[config.mk]
export PLATFORM = sky130hd
export DESIGN_NAME = pe_border_mc_flat
export DESIGN_NICKNAME = d
export VERILOG_FILES = /design/src/rtl/pe_border_mc_if.sv /design/src/rtl/pe_border_mc.sv /design/src/flat_wrapper.sv
export SDC_FILE = /design/constraint.sdc
export NUM_CORES = 1
export LEC_CHECK = 0
export BUFFER_PORTS_ARGS = -buffer_cell sky130_fd_sc_hd__buf_4
export CAP_MARGIN = 20
export CORE_MARGIN = 3
export CORE_UTILIZATION = 55
export CTS_BUF_LIST = sky130_fd_sc_hd__clkbuf_4
export CTS_CLUSTER_SIZE = 30
export DETAILED_ROUTE_END_ITERATION = 16
export PLACE_DENSITY = 0.77
export RECOVER_POWER = 50
export SLEW_MARGIN = 5
export SYNTH_ARGS = -nofsm -noshare
export SYNTH_HDL_FRONTEND = slang
export SYNTH_SLANG_ARGS = --single-unit
[constraint.sdc]
create_clock -name clk -period 4.7 [get_ports clk]
set_input_delay 0.94 -clock clk [delete_from_list [all_inputs] [get_ports clk]]
set_output_delay 0.94 -clock clk [all_outputs]
set_load 0.05 [all_outputs]
[src/rtl/pe_border_mc_if.sv]
// Handshake and data bundle for pe_border_mc.
// The master drives requests and operands; the slave returns status and forwarded streams.
interface pe_border_mc_if #(
   parameter int IWIDTH = 8,
   parameter int OWIDTH = 16,
   parameter int LANES  = 4,
   parameter int LW     = $clog2(IWIDTH)
);
   logic                          start;
   logic                          wght_ld;
   logic [LW-1:0]                 cyc_len;
   logic [IWIDTH-1:0]             ifm;
   logic [LANES*IWIDTH-1:0]       wght;
   logic [LANES*OWIDTH-1:0]       ofm;
   logic                          busy;
   logic                          done;
   logic [LANES*OWIDTH-1:0]       ofm_d;
   logic                          ifm_sign_d;
   logic                          ifm_bit_d;
   logic [LANES*(IWIDTH-1)-1:0]   randW_d;

   modport master (
      output start, wght_ld, cyc_len, ifm, wght, ofm,
      input  busy, done, ofm_d, ifm_sign_d, ifm_bit_d, randW_d
   );

   modport slave (
      input  start, wght_ld, cyc_len, ifm, wght, ofm,
      output busy, done, ofm_d, ifm_sign_d, ifm_bit_d, randW_d
   );
endinterface

[src/rtl/pe_border_mc.sv]
// Weight-stationary border PE: unary-stream multiply of one activation against LANES
// stored weights, with saturating accumulation onto loaded partial sums.
module pe_border_mc #(
   parameter int IWIDTH = 8,
   parameter int OWIDTH = 16,
   parameter int LANES  = 4,
   parameter int LW     = $clog2(IWIDTH)
) (
   input logic            clk,
   input logic            rst_n,
   pe_border_mc_if.slave  bus
);
   localparam int MW = IWIDTH - 1;
   localparam logic [1:0] S_IDLE = 2'd0;
   localparam logic [1:0] S_RUN  = 2'd1;
   localparam logic [1:0] S_DONE = 2'd2;
   localparam logic [OWIDTH-1:0] ACC_MAX = {1'b0, {(OWIDTH-1){1'b1}}};
   localparam logic [OWIDTH-1:0] ACC_MIN = {1'b1, {(OWIDTH-1){1'b0}}};

   function automatic logic [MW-1:0] sat_abs(input logic [IWIDTH-1:0] v);
      logic [IWIDTH-1:0] n;
      n = v[IWIDTH-1] ? (~v + 1'b1) : v;
      return n[IWIDTH-1] ? '1 : n[MW-1:0];
   endfunction

   function automatic logic [MW-1:0] bitrev(input logic [MW-1:0] v);
      logic [MW-1:0] r;
      for (int unsigned i = 0; i < MW; i++) r[i] = v[MW-1-i];
      return r;
   endfunction

   logic [1:0]                      state_q, state_d;
   logic [MW-1:0]                   cnt_q, cnt_d;
   logic [LW-1:0]                   len_q, len_d;
   logic                            isign_q, isign_d;
   logic [MW-1:0]                   iabs_q, iabs_d;
   logic [LANES-1:0]                wsign_q, wsign_d;
   logic [LANES-1:0][MW-1:0]        wabs_q, wabs_d;
   logic [LANES-1:0][MW-1:0]        wcnt_q, wcnt_d;
   logic [LANES-1:0][OWIDTH-1:0]    acc_q, acc_d;
   logic [LANES*OWIDTH-1:0]         ofm_out_q, ofm_out_d;
   logic                            ibit_q, ibit_d;
   logic [LANES*MW-1:0]             randw_q, randw_d;

   logic                            ibit;
   logic                            last;
   logic [LANES-1:0][MW-1:0]        rng_w;

   assign ibit = iabs_q > bitrev(cnt_q);
   // Final RUN cycle index is N-1; the MW-bit wrap makes N = 2^MW land on all-ones.
   assign last = (cnt_q == ((MW'(1) << len_q) - MW'(1)));

   always_comb begin
      for (int unsigned l = 0; l < LANES; l++) rng_w[l] = bitrev(wcnt_q[l]);
   end

   always_comb begin
      state_d   = state_q;
      cnt_d     = cnt_q;
      len_d     = len_q;
      isign_d   = isign_q;
      iabs_d    = iabs_q;
      wsign_d   = wsign_q;
      wabs_d    = wabs_q;
      wcnt_d    = wcnt_q;
      acc_d     = acc_q;
      ofm_out_d = ofm_out_q;
      ibit_d    = 1'b0;
      randw_d   = randw_q;
      case (state_q)
         S_IDLE: begin
            if (bus.start) begin
               state_d = S_RUN;
               cnt_d   = '0;
               len_d   = (bus.cyc_len > LW'(MW)) ? LW'(MW) : bus.cyc_len;
               isign_d = bus.ifm[IWIDTH-1];
               iabs_d  = sat_abs(bus.ifm);
               for (int unsigned l = 0; l < LANES; l++) begin
                  acc_d[l]  = bus.ofm[l*OWIDTH +: OWIDTH];
                  wcnt_d[l] = '0;
                  if (bus.wght_ld) begin
                     wsign_d[l] = bus.wght[l*IWIDTH + IWIDTH - 1];
                     wabs_d[l]  = sat_abs(bus.wght[l*IWIDTH +: IWIDTH]);
                  end
               end
            end
         end
         S_RUN: begin
            ibit_d = ibit;
            cnt_d  = cnt_q + 1'b1;
            for (int unsigned l = 0; l < LANES; l++) begin
               randw_d[l*MW +: MW] = rng_w[l];
               if (ibit) begin
                  wcnt_d[l] = wcnt_q[l] + 1'b1;
                  if (wabs_q[l] > rng_w[l]) begin
                     if (isign_q == wsign_q[l]) begin
                        if (acc_q[l] != ACC_MAX) acc_d[l] = acc_q[l] + 1'b1;
                     end else begin
                        if (acc_q[l] != ACC_MIN) acc_d[l] = acc_q[l] - 1'b1;
                     end
                  end
               end
            end
            if (last) begin
               state_d   = S_DONE;
               ofm_out_d = acc_d;
            end
         end
         S_DONE:  state_d = S_IDLE;
         default: state_d = S_IDLE;
      endcase
   end

   always_ff @(posedge clk) begin
      if (!rst_n) begin
         state_q   <= S_IDLE;
         cnt_q     <= '0;
         len_q     <= '0;
         isign_q   <= 1'b0;
         iabs_q    <= '0;
         wsign_q   <= '0;
         wabs_q    <= '0;
         wcnt_q    <= '0;
         acc_q     <= '0;
         ofm_out_q <= '0;
         ibit_q    <= 1'b0;
         randw_q   <= '0;
      end else begin
         state_q   <= state_d;
         cnt_q     <= cnt_d;
         len_q     <= len_d;
         isign_q   <= isign_d;
         iabs_q    <= iabs_d;
         wsign_q   <= wsign_d;
         wabs_q    <= wabs_d;
         wcnt_q    <= wcnt_d;
         acc_q     <= acc_d;
         ofm_out_q <= ofm_out_d;
         ibit_q    <= ibit_d;
         randw_q   <= randw_d;
      end
   end

   assign bus.busy       = (state_q != S_IDLE);
   assign bus.done       = (state_q == S_DONE);
   assign bus.ofm_d      = ofm_out_q;
   assign bus.ifm_sign_d = isign_q;
   assign bus.ifm_bit_d  = ibit_q;
   assign bus.randW_d    = randw_q;
endmodule
[src/flat_wrapper.sv]
// flat-port wrapper written by rule: the top's interface ports become plain ports
module pe_border_mc_flat 
#(
   parameter int IWIDTH = 8,
   parameter int OWIDTH = 16,
   parameter int LANES  = 4,
   parameter int LW     = $clog2(IWIDTH)
)
  (clk, rst_n, bus_start, bus_wght_ld, bus_cyc_len, bus_ifm, bus_wght, bus_ofm, bus_busy, bus_done, bus_ofm_d, bus_ifm_sign_d, bus_ifm_bit_d, bus_randW_d);
  pe_border_mc_if #(.IWIDTH(IWIDTH), .OWIDTH(OWIDTH), .LANES(LANES), .LW(LW)) bus_i ();
  input logic clk;
  input logic rst_n;
  input wire logic [$bits(bus_i.start)-1:0] bus_start;
  input wire logic [$bits(bus_i.wght_ld)-1:0] bus_wght_ld;
  input wire logic [$bits(bus_i.cyc_len)-1:0] bus_cyc_len;
  input wire logic [$bits(bus_i.ifm)-1:0] bus_ifm;
  input wire logic [$bits(bus_i.wght)-1:0] bus_wght;
  input wire logic [$bits(bus_i.ofm)-1:0] bus_ofm;
  output wire logic [$bits(bus_i.busy)-1:0] bus_busy;
  output wire logic [$bits(bus_i.done)-1:0] bus_done;
  output wire logic [$bits(bus_i.ofm_d)-1:0] bus_ofm_d;
  output wire logic [$bits(bus_i.ifm_sign_d)-1:0] bus_ifm_sign_d;
  output wire logic [$bits(bus_i.ifm_bit_d)-1:0] bus_ifm_bit_d;
  output wire logic [$bits(bus_i.randW_d)-1:0] bus_randW_d;
  assign bus_i.start = bus_start;
  assign bus_i.wght_ld = bus_wght_ld;
  assign bus_i.cyc_len = bus_cyc_len;
  assign bus_i.ifm = bus_ifm;
  assign bus_i.wght = bus_wght;
  assign bus_i.ofm = bus_ofm;
  assign bus_busy = bus_i.busy;
  assign bus_done = bus_i.done;
  assign bus_ofm_d = bus_i.ofm_d;
  assign bus_ifm_sign_d = bus_i.ifm_sign_d;
  assign bus_ifm_bit_d = bus_i.ifm_bit_d;
  assign bus_randW_d = bus_i.randW_d;
  pe_border_mc #(.IWIDTH(IWIDTH), .OWIDTH(OWIDTH), .LANES(LANES), .LW(LW)) u_core (.clk(clk), .rst_n(rst_n), .bus(bus_i));
endmodule
==> qor.yml <==
synthesis:
  yosysSeqAreaShare: 0.332
  synthFlopType: "dfxtp_1"
  avgSynthCellArea_um2: 7.76
  synth_nets: 2010
  syn_area_mm2: 0.0143
  syn_inst: 1841
  yosys_warnings: 0
  synth-seq-cells: 237
  ys_types: 91
  synth_edf_count: 0
  async_reset_ff_frac: 0
power:
  p_leak_uw: 0.00586
  power_frac_comb: 0.391
  swShare: 0.440
  internal_power_uw: 4180
  powerDensity_mw_per_mm2: 457
  p_seq_frac: 0.347
  clock_power_share: 0.261
  worst_ir_drop_vdd_mv: 0.230
  switchingPower_uw: 3280
placement:
  dp.cells: 2245
  gp_congestion: 0.926
  port_buffers: 206
  dpl.hpwl_um: 31700
sta:
  hold_viol_final: 0
  clock_skew_ns: 0.0728
  period_minus_slack_ns: 3.76
  worst_pin_slew_ns: 2.41
  setup_viol: 0
  fin_crit_sh: 0.800
  rsz0062_at_grt: "false"
  fmax_mhz: 266
  relSlewSlack: -0.608
  setup_tns_ns: 0
  slew_viol_final: 51
final_layout:
  num-nets-final: 2154
  syn2layout_area_growth_pct: 14.3
  final_cell_count_no_fill: 2360
  final_common_cell: "dfxtp_1"
  mostFrequentLayoutCells: "dfxtp_1 (237), nand2_1 (196), a21oi_1 (175), buf_4 (133), nor2_1 (123)"
  drive_above_1_share: 0.146
route:
  drcViolationCount: 0
  drt_iter0_markers: 1235
  drt_pre_antenna_iters: 6
  wire_per_inst_um: 19.4
  postRouteAntennaNets: 0
  avgViaCountPerCell: 6.28
  wl_um: 45700
  vias: 14800
setup_path:
  reg2reg_slack_ns: 0.94
  r2r_end: "u_core.acc_q[1]$_SDFFE_PN0P_"
  critPathMaxFanout: 50
  criticalPathCategory: "reg -> reg"
  critPathCapture: "u_core.acc_q[1]$_SDFFE_PN0P_"
  timing.rr.start: "u_core.state_q[0]$_SDFFE_PN0P_"
  cp.arrival_ns: 4.23
  cp.required_ns: 5.17
  critPathLaunchType: "flip-flop"
  crit_start: "u_core.state_q[0]$_SDFFE_PN0P_"
  rr_worst_depth: 7
  end_kind: "flip-flop"
cts:
  numCtsBuffers: 67
  cts_root_buf: "clkbuf_4"
  clock-sinks: 237
  clk_pin_slew_ns: 0.06
  h-tree-depth: 3
  clkLatencyLatePin_ns: 0.70
  cts_resized: 0
  cts-hold-fix-buffers: 0
  cts_tree: "yes"
  cts_buffer_depth: 3
  cts_setup_buffers: 0
floorplanning:
  ios: 207
  fp-row-count: 58
  dieArea_mm2: 0.0279
  die_x_um: 167
  initial_core_util: 0.564
  die_h_um: 167
  core_area_mm2: 0.0253
grt:
  grt_pass1_wl_um: 72800
  antenna_found_initial: 1
  grt.total_usage: 0.312
  grt_pass1_vias: 14100
  overflow: 0
  grt_max_degree: 93
outcome:
  status: "finished with violations"
  violations: "max-capacitance violations, max-slew violations"
worst_hold_path:
  min_from: "u_core.bus.randW_d[0]$_SDFFE_PN0P_"
  hp-class: "reg -> reg"
job:
  max-cap-violations: 1
==> synthesized netlist by cell type (12+ instances only) <==
library cell / number / area share
nor3_1: 66 / 0.023
nor2_1: 127 / 0.033
inv_1: 66 / 0.017
nand4_1: 42 / 0.018
a22oi_1: 26 / 0.014
a21oi_1: 175 / 0.061
o21ai_0: 99 / 0.035
nor4_1: 21 / 0.0092
nand2_1: 196 / 0.052
and3_1: 21 / 0.0092
xnor2_1: 71 / 0.044
a41oi_1: 12 / 0.0074
dfxtp_1: 237 / 0.33
o31ai_1: 27 / 0.014
xor2_1: 31 / 0.019
o22ai_1: 24 / 0.011
clkbuf_1: 107 / 0.028
nand3_1: 89 / 0.031
ha_1: 58 / 0.051
o221ai_1: 16 / 0.0098
or3_1: 19 / 0.0083
a211oi_1: 29 / 0.015
buf_2: 35 / 0.012
a31oi_1: 32 / 0.014
==> state kept, by name, indices dropped and copies added (netlist names), 4 cells and up <==
register / flops
u_core.rng_w: 28
u_core.acc_q: 64
u_core.bus.randW_d: 28
u_core.wsign_q: 4
u_core.wabs_q: 28
u_core.bus.ofm_d: 64
u_core.iabs_q: 7
u_core.cnt_q: 7
==> logic make-up after synthesis <==
family,share of synthesized area
buffers and inverters,0.0641
muxes,0.00701
and+or+nand+nor,0.236
DFF,0.332
AOI/OAI and AO/OA,0.245
xor gates and xnor gates,0.0648
adders and majority gates,0.0508
==> through the flow <==
step,area (µm²),util,hold WS (ns),setup WS [ns],total power (µW)
floorplan,14300,-,0.436,1.97,4640
global placement,15800,0.625,0.446,1.71,5480
detailed placement,15800,0.625,0.447,1.57,5540
CTS,16700,0.659,0.456,1.45,7500
global route,16300,0.645,0.474,0.688,7890
finish,16300,0.645,0.453,0.938,7460
==> worst min path at each step <==
stage | end | slack [ns] | cells after the start
final | u_core.bus.randW_d[0]$_SDFFE_PN0P_ | 0.45 | 2
after global routing | u_core.bus.randW_d[11]$_SDFFE_PN0P_ | 0.47 | 2
after CTS | u_core.bus.randW_d[18]$_SDFFE_PN0P_ | 0.46 | 2
after detailed placement | u_core.bus.randW_d[11]$_SDFFE_PN0P_ | 0.45 | 2
after global placement | u_core.bus.randW_d[12]$_SDFFE_PN0P_ | 0.45 | 2
after floorplan | u_core.wabs_q[12]$_SDFFE_PN0P_ | 0.44 | 2
==> metal layers <==
layer / wire length (µm) / track usage
met3: 3240 / 0.0557
met5: 0 / 0
met1: 19400 / 0.406
met2: 21200 / 0.515
met4: 1830 / 0.129
==> critical path, stage by stage (launching register included) <==
cell and delay, ns:
dfxtp_1 0.49, buf_4 0.28, inv_1 0.31, nor2_4 0.26, clkbuf_1 1.73, nor3_1 0.16
a31oi_1 0.23, o21ai_0 0.10
==> power groups by stage <==
stage / clock, µW / sequential, µW / combinational (µW)
5_1_grt: 2100 / 2620 / 3170
6_report: 1950 / 2590 / 2920
3_5_place_dp: 0 / 2620 / 2920
4_1_cts: 1990 / 2580 / 2940
2_1_floorplan: 0 / 2650 / 1990
3_3_place_gp: 0 / 2610 / 2870
==> area by class of cell <==
cell class                      count  area (µm²)
Fill cell                        2328        9000
Multi-Input combinational cell   1380        8670
Sequential cell                   237        4740
Timing Repair Buffer              232        1390
Clock buffer                       93         698
Tap cell                          330         413
Inverter                           67         253
Clock inverter                     20         154
Antenna cell                        1        2.50
(Power assumes the default switching activity.)
